**src/rtl/add_seq8_pkg.sv**
```systemverilog
// Shared constants for the byte-serial add/subtract sequencer.
// State encoding and byte width used by the controller and its adder slice.
package add_seq8_pkg;

    localparam int BYTE_W = 8;

    localparam logic [1:0] ST_IDLE = 2'd0;
    localparam logic [1:0] ST_RUN  = 2'd1;
    localparam logic [1:0] ST_DONE = 2'd2;

    typedef enum logic [1:0] {
        IDLE = ST_IDLE,
        RUN  = ST_RUN,
        DONE = ST_DONE
    } state_e;

endpackage

```
**src/rtl/ripple8.sv**
```systemverilog
// 8-bit ripple-carry adder: s = a + b + cin, purely combinational.
// Zero latency, no flow control; the carry chain is the sequencer's critical path.
module ripple8 (
    input  logic [7:0] a,
    input  logic [7:0] b,
    input  logic       cin,
    output logic [7:0] s,
    output logic       co
);

    logic c;

    always_comb begin
        s = '0;
        c = cin;
        for (int i = 0; i < 8; i++) begin
            s[i] = a[i] ^ b[i] ^ c;
            c    = (a[i] & b[i]) | (c & (a[i] ^ b[i]));
        end
        co = c;
    end

endmodule

```
**src/rtl/add_seq8.sv**
```systemverilog
// Multi-byte add/subtract using one shared 8-bit adder, LSB byte first.
// Latency NBYTES cycles from accept to res_valid; result held until res_ready, no request queueing.
module add_seq8
    import add_seq8_pkg::*;
#(
    parameter int NBYTES = 4
) (
    input  logic                       clk,
    input  logic                       rst_n,
    input  logic                       start_valid,
    output logic                       start_ready,
    input  logic [BYTE_W*NBYTES-1:0]   a,
    input  logic [BYTE_W*NBYTES-1:0]   b,
    input  logic                       cin,
    input  logic                       sub,
    output logic                       res_valid,
    input  logic                       res_ready,
    output logic [BYTE_W*NBYTES-1:0]   sum,
    output logic                       cout,
    output logic                       ovf
);

    localparam int W  = BYTE_W * NBYTES;
    localparam int IW = $clog2(NBYTES);
    localparam logic [IW-1:0] LAST_IDX = IW'(NBYTES - 1);

    state_e          state_q, state_d;
    logic [IW-1:0]   idx_q, idx_d;
    logic [W-1:0]    a_q, a_d;
    logic [W-1:0]    b_q, b_d;
    logic            carry_q, carry_d;
    logic [W-1:0]    sum_q, sum_d;
    logic            cout_q, cout_d;
    logic            ovf_q, ovf_d;

    logic [BYTE_W-1:0] a_byte, b_byte, s_byte;
    logic              co_byte;

    // Byte select for the shared adder
    always_comb begin
        a_byte = '0;
        b_byte = '0;
        for (int k = 0; k < NBYTES; k++) begin
            if (idx_q == IW'(k)) begin
                a_byte = a_q[BYTE_W*k +: BYTE_W];
                b_byte = b_q[BYTE_W*k +: BYTE_W];
            end
        end
    end

    ripple8 u_ripple8 (
        .a   (a_byte),
        .b   (b_byte),
        .cin (carry_q),
        .s   (s_byte),
        .co  (co_byte)
    );

    always_comb begin
        state_d = state_q;
        idx_d   = idx_q;
        a_d     = a_q;
        b_d     = b_q;
        carry_d = carry_q;
        sum_d   = sum_q;
        cout_d  = cout_q;
        ovf_d   = ovf_q;
        case (state_q)
            IDLE: begin
                if (start_valid) begin
                    a_d     = a;
                    b_d     = sub ? ~b : b;
                    carry_d = sub | cin;
                    idx_d   = '0;
                    sum_d   = '0;
                    state_d = RUN;
                end
            end
            RUN: begin
                for (int k = 0; k < NBYTES; k++) begin
                    if (idx_q == IW'(k)) begin
                        sum_d[BYTE_W*k +: BYTE_W] = s_byte;
                    end
                end
                carry_d = co_byte;
                // Subtract folds into add via ~b and carry-in 1, so one overflow rule covers both.
                if (idx_q == LAST_IDX) begin
                    cout_d  = co_byte;
                    ovf_d   = (a_q[W-1] == b_q[W-1]) && (s_byte[BYTE_W-1] != a_q[W-1]);
                    state_d = DONE;
                end else begin
                    idx_d = idx_q + 1'b1;
                end
            end
            DONE: begin
                if (res_ready) begin
                    state_d = IDLE;
                end
            end
            default: state_d = IDLE;
        endcase
    end

    always_ff @(posedge clk or negedge rst_n) begin
        if (!rst_n) begin
            state_q <= IDLE;
            idx_q   <= '0;
            a_q     <= '0;
            b_q     <= '0;
            carry_q <= 1'b0;
            sum_q   <= '0;
            cout_q  <= 1'b0;
            ovf_q   <= 1'b0;
        end else begin
            state_q <= state_d;
            idx_q   <= idx_d;
            a_q     <= a_d;
            b_q     <= b_d;
            carry_q <= carry_d;
            sum_q   <= sum_d;
            cout_q  <= cout_d;
            ovf_q   <= ovf_d;
        end
    end

    assign start_ready = (state_q == IDLE);
    assign res_valid   = (state_q == DONE);
    assign sum         = sum_q;
    assign cout        = cout_q;
    assign ovf         = ovf_q;

endmodule

```
**config.mk**
```make
export PLATFORM = sky130hd
export DESIGN_NAME = add_seq8
export DESIGN_NICKNAME = d
export VERILOG_FILES = /design/src/rtl/add_seq8_pkg.sv /design/src/rtl/ripple8.sv /design/src/rtl/add_seq8.sv
export SDC_FILE = /design/constraint.sdc
export NUM_CORES = 1
export LEC_CHECK = 0
export CORE_UTILIZATION = 30
export DETAILED_ROUTE_END_ITERATION = 12
export GPL_TIMING_DRIVEN = 1
export SLEW_MARGIN = 20
export SYNTH_ARGS = -nofsm -noshare
export SYNTH_HDL_FRONTEND = slang
export SYNTH_HIERARCHICAL = 1
export SYNTH_SLANG_ARGS = --single-unit
```
**constraint.sdc**
```tcl
create_clock -name clk -period 9.2 [get_ports clk]
set_input_delay 1.84 -clock clk [delete_from_list [all_inputs] [get_ports clk]]
set_output_delay 1.84 -clock clk [all_outputs]
set_load 0.05 [all_outputs]
```
* Yosys cells after proc, flatten, opt, wreduce, memory -nomap -nowiden *
Index checks and enable logic that the tools add are counted.

operators by class
  equality and inequality tests = 14
  add/sub/neg operators = 1
  muxes and demuxes = 24
  reductions and logical operators = 13
  bitwise logic cells = 42

operators by type and width
  operator                                                                  count
  8-bit two-way mux                                                         12
  32-bit two-way mux                                                        2
  32-bit case mux with 2 select lines                                       1
  32-bit NOT                                                                1
  3-bit AND reduction                                                       6
  1-bit bitwise AND                                                         16
  1-bit bitwise XOR                                                         16
  2-bit inequality test (second input constant)                             6
  2-bit two-way mux                                                         5
  1-bit OR                                                                  9
  2-bit equality test (second input constant)                               3
  2-bit case mux with 3 select lines                                        1
  2-bit AND reduction                                                       3
  2-bit by 1-bit equality test with 1-bit output (second input constant)    2
  2-bit logical NOT                                                         2
  2-bit case mux with 2 select lines                                        1
  2-bit by 1-bit adder with 2-bit output (second input constant)            1
  2-bit by 1-bit inequality test with 1-bit output (second input constant)  1
  1-bit case mux with 2 select lines                                        1
  2-bit nonzero test                                                        1
  1-bit equality test                                                       1
  1-bit logical AND                                                         1
  1-bit two-way mux                                                         1
  1-bit inequality test                                                     1

word-level totals
  input bits = 70
  register bits after elaboration = 103
  logic and storage cells = 105

* Longest topological paths before layout *
  depth after elaboration = 23
  depth in mapped cells = 22

* Modules after synthesis *
The synthesis kept the hierarchy.

by module, submodules not included
  module    cells each  seq. area each (µm²)  area each (µm²)  times used
  add_seq8  406         2,577.5               4,793.3          1
  ripple8   18          0.0                   197.7            1

* Worst setup path after synthesis *
No wires, ideal clock.

  path kind = register -> register
  from = register idx_q[1]
  to = register ovf_q, in the netlist ovf
  cell stages (with the launch flop) = 23
  buffers on the path = 2
  required time = 9.072 ns
  setup time = 0.128 ns
  path slack = 4.317 ns
  data arrival time = 4.755 ns
  path through = dfrtp_1 -> inv_1 -> ha_1 -> buf_2 -> nor2b_4 -> buf_4 -> a221oi_1 -> o31ai_1 -> fa_1 -> inv_1 -> fa_1 -> inv_1 -> fa_1 -> fa_1 -> fa_1 -> fa_1 -> fa_1 -> inv_1 -> fa_1 -> inv_1 -> and3b_1 -> a21oi_1 -> o21ai_0

between the ends
  cells in the longest elaborated chain, start to end = 23
  elaborated cells on any way between the ends = 45

ends and longest elaborated chain
  what                             RTL line         source
  start, declared                  add_seq8.sv:28   logic [IW-1:0] idx_q, idx_d;
  start signal, assigned           add_seq8.sv:116  idx_q <= idx_d;
  2-bit logical NOT                add_seq8.sv:44   if (idx_q == IW'(k)) begin
  8-bit two-way mux (3 in series)  add_seq8.sv:44
  8-bit two-way mux *              add_seq8.sv:44
  net a_byte[0]                    add_seq8.sv:36   logic [BYTE_W-1:0] a_byte, b_byte, s_byte;
  1-bit bitwise XOR                ripple8.sv:18    c = (a[i] & b[i]) | (c & (a[i] ^ b[i]));
  1-bit bitwise AND                ripple8.sv:18
  1-bit OR *                       ripple8.sv:18
  1-bit bitwise AND *              ripple8.sv:18
  [7 not listed]                   --
  1-bit bitwise AND *              ripple8.sv:18
  1-bit OR *                       ripple8.sv:18
  1-bit bitwise AND *              ripple8.sv:18
  1-bit OR *                       ripple8.sv:18
  1-bit bitwise XOR *              ripple8.sv:17    s[i] = a[i] ^ b[i] ^ c;
  net s_byte[7]                    add_seq8.sv:36
  1-bit inequality test *          add_seq8.sv:89   ovf_d = (a_q[W-1] == b_q[W-1]) && (s_byte[BYTE_W-1] != a_q[W-1]);
  1-bit logical AND *              add_seq8.sv:89
  end signal, assigned             add_seq8.sv:122  ovf_q <= ovf_d;
  end, declared                    add_seq8.sv:34   logic ovf_q, ovf_d;

The timed path passes the listed nets; every way through them passes the cells marked *.
A chain may end at the register's enable or synchronous reset.

* Final worst setup path *
Ends and elaborated chain as after synthesis.

==> results.yml <==
sta:
  rsz0062_at_grt: "no"
  setup-violations-final: 0
  clock_skew_ns: 0.00643
  fin_hold_ws_ns: 0.501
  slew_violations: 0
  setup_tns_ns: 0
  hold_violations: 0
  max_freq_mhz: 178
  final.period_utilization: 0.610
  worst_pin_slew_ns: 0.987
  relSlewSlack: 0.342
  layout_min_cycle_time_ns: 5.61
final_layout:
  fin_cells: 737
  utilization: 0.405
  area_delta_synth_final_pct: 30.2
  antenna_cells: 0
  drive_gt1_frac: 0.188
  finalNetCount: 598
synth:
  synth_area_um2: 4990
  ys_seq_elements: 103
  yosys_warnings: 6
  ys_seq_area_frac: 0.516
  synthFlopType: "dfrtp_1"
  yosysTopAreaCell: "dfrtp_1"
  yosysUniqueCellTypes: 28
  post_synth.cell_area_avg_um2: 11.8
  synth_common_cells: "dfrtp_1, mux2_2, nor2_1"
  synth.most_common_cell: "dfrtp_1"
  syn_inst: 424
  synth_top_area_share: 0.516
  synth-edff-count: 0
  synth.top_cells.by_area: "dfrtp_1, mux2_2, xnor2_1"
  syn_nets: 506
  synthArstFlopShare: 1.00
drt:
  drc_errors: 0
  dr.pass1.iters: 4
  wl_per_cell_um: 16.1
  vias: 3420
  routed_wl_um: 11900
  drt_iter0_drc: 225
  antenna_left: 0
  via_per_inst: 4.64
die:
  die_w_um: 131
  dieArea_um2: 17200
  rows: 46
  start_util: 0.311
  design.core.area_um2: 16100
  chipHeight_um: 131
  num_io_pins: 106
setup_path:
  rr_endpoint: "ovf"
  max_stage_delay_ns: 0.61
  path_max_fanout: 19
  r2r_start: "idx_q[1]"
  arrival_ns: 5.84
  critPathKind: "reg2reg"
  worstRegToRegCells: 20
  startpoint_type: "register"
  critPathCaptureType: "register"
  cp_slowest_cell: "ha_1"
  cp.required_ns: 9.43
  crit_top_cell: "fa_1"
  path_cells: "inv_1 -> ha_1 -> nor2b_4 -> a221oi_1 -> o31ai_1 -> fa_1 -> inv_1 -> fa_1 -> inv_1 -> fa_1 -> fa_1 -> fa_1 -> fa_1 -> fa_1 -> inv_1 -> fa_1 -> inv_1 -> and3b_1 -> a21oi_1 -> o21ai_0"
  r2r_slack_ns: 3.59
power_and_ir_drop:
  p_leak_nw: 2.61
  finalPower_mw: 2.67
  p_per_area_nw_per_um2: 411
  peakVddDrop_v: 0.000180
placement:
  dp_hpwl_um: 9010
  place_inst: 721
  port_buffers: 105
  routabilityCongestion: 0.778
clock_network:
  numCtsBuffers: 9
  post_cts_buffers: 0
  postCtsResizedCells: 0
  clk_pin_slew_ns: 0.07
  cts.htree.levels: 3
  ctsHoldBuffers: 0
  cts.path.max_buffers: 2
  clock_sinks: 103
  clk_latency_ns: 0.35
  clock-root-buffer: "clkbuf_16"
  cts_tree: "yes"
min_path:
  holdPathStages: 2
  min_to: "ovf"
  hp-start: "ovf"
  min_path_type: "reg2reg"
global_route:
  grt.total_usage: 0.148
  grt_max_degree: 79
  grt_antenna_before_repair: 0
  overflow: 0
  grt_pass1_vias: 3466
  grt_pass1_wl_um: 18800
outcome:
  status: "completed"
run:
  cap_violations: 0
where the power goes:
part / switching [mW] / leakage, nW / internal (mW)
logic: 0.811 / 1.24 / 0.635
registers: 0.160 / 1.23 / 0.674
clock network: 0.170 / 0.137 / 0.219
metrics by stage:
stage / area (µm²) / worst slack [ns]
CTS: 6500 / 3.61
global route: 6500 / 3.30
detailed placement: 6190 / 3.64
global placement: 6190 / 3.91
floorplan: 4990 / 4.32
finish: 6500 / 3.59
routing by layer:
metal / share of wire / global-route usage / vias to the layer above
li1: - / - / 1630
met1: 0.48 / 0.203 / 1680
met2: 0.46 / 0.232 / 97
met3: 0.045 / 0.0318 / 13
met4: 0.015 / 0.0494 / 0
met5: 0 / 0 / -
flip-flops by register name, summed over array words and instances, names as in the netlist:
name and cells:
sum 32, ovf 1, carry_q 1, idx_q 2, b_q 32, cout 1
state_q 2, a_q 32
placed cells by master, fill, tap and decap left out:
cell type / instances
inv_1: 15
ha_1: 4
dfrtp_1: 103
clkinvlp_4: 4
nand3b_1: 1
and2_1: 8
clkbuf_16: 9
xnor2_1: 32
mux2_2: 65
nand2_1: 19
nor2b_4: 1
o31ai_1: 15
clkdlybuf4s50_1: 103
nor3b_2: 2
clkbuf_8: 1
a21oi_1: 35
and3b_1: 1
o21ai_0: 7
inv_6: 1
nor2b_1: 16
a22o_1: 1
buf_2: 1
a21oi_4: 4
a2bb2oi_1: 1
nand2_2: 4
fa_1: 8
nand2b_1: 2
bufinv_16: 1
buf_4: 5
a221oi_1: 15
nor2_1: 37
worst max-delay path by stage:
stage | start | endpoint | slack [ns] | cells after the start
final | idx_q[1] | ovf | 3.59 | 20
after global routing | idx_q[1] | ovf | 3.30 | 20
after floorplan | idx_q[1] | ovf | 4.32 | 22
after detailed placement | idx_q[1] | ovf | 3.64 | 20
after global placement | idx_q[1] | ovf | 3.91 | 20
after CTS | idx_q[1] | ovf | 3.61 | 20
critical path: cells and delay by family (launching register included):
family	cells	cell delay (ns)
AOI/OAI and AO/OA	4	0.72
buffers and inverters	5	0.43
DFF	1	0.40
adders and majority gates	9	3.58
and+or+nand+nor	2	0.37
logic make-up after synthesis:
| family | synth area share |
|---|---|
| adders and majority gates | 0.0421 |
| DFF | 0.516 |
| xor gates and xnor gates | 0.0562 |
| AOI/OAI and AO/OA | 0.108 |
| and+or+nand+nor | 0.0897 |
| muxes | 0.147 |
| buffers and inverters | 0.0414 |
layout make-up:
type,instances,area [µm²]
repair buffers,109,1070
fillers,1516,9560
flip-flops and latches,103,2580
clock buffers,10,239
well taps,216,270
multi-input cells,278,2210
inverters,15,56.3
clock inverters,6,68.8
Power figures use the tool's default switching activity.
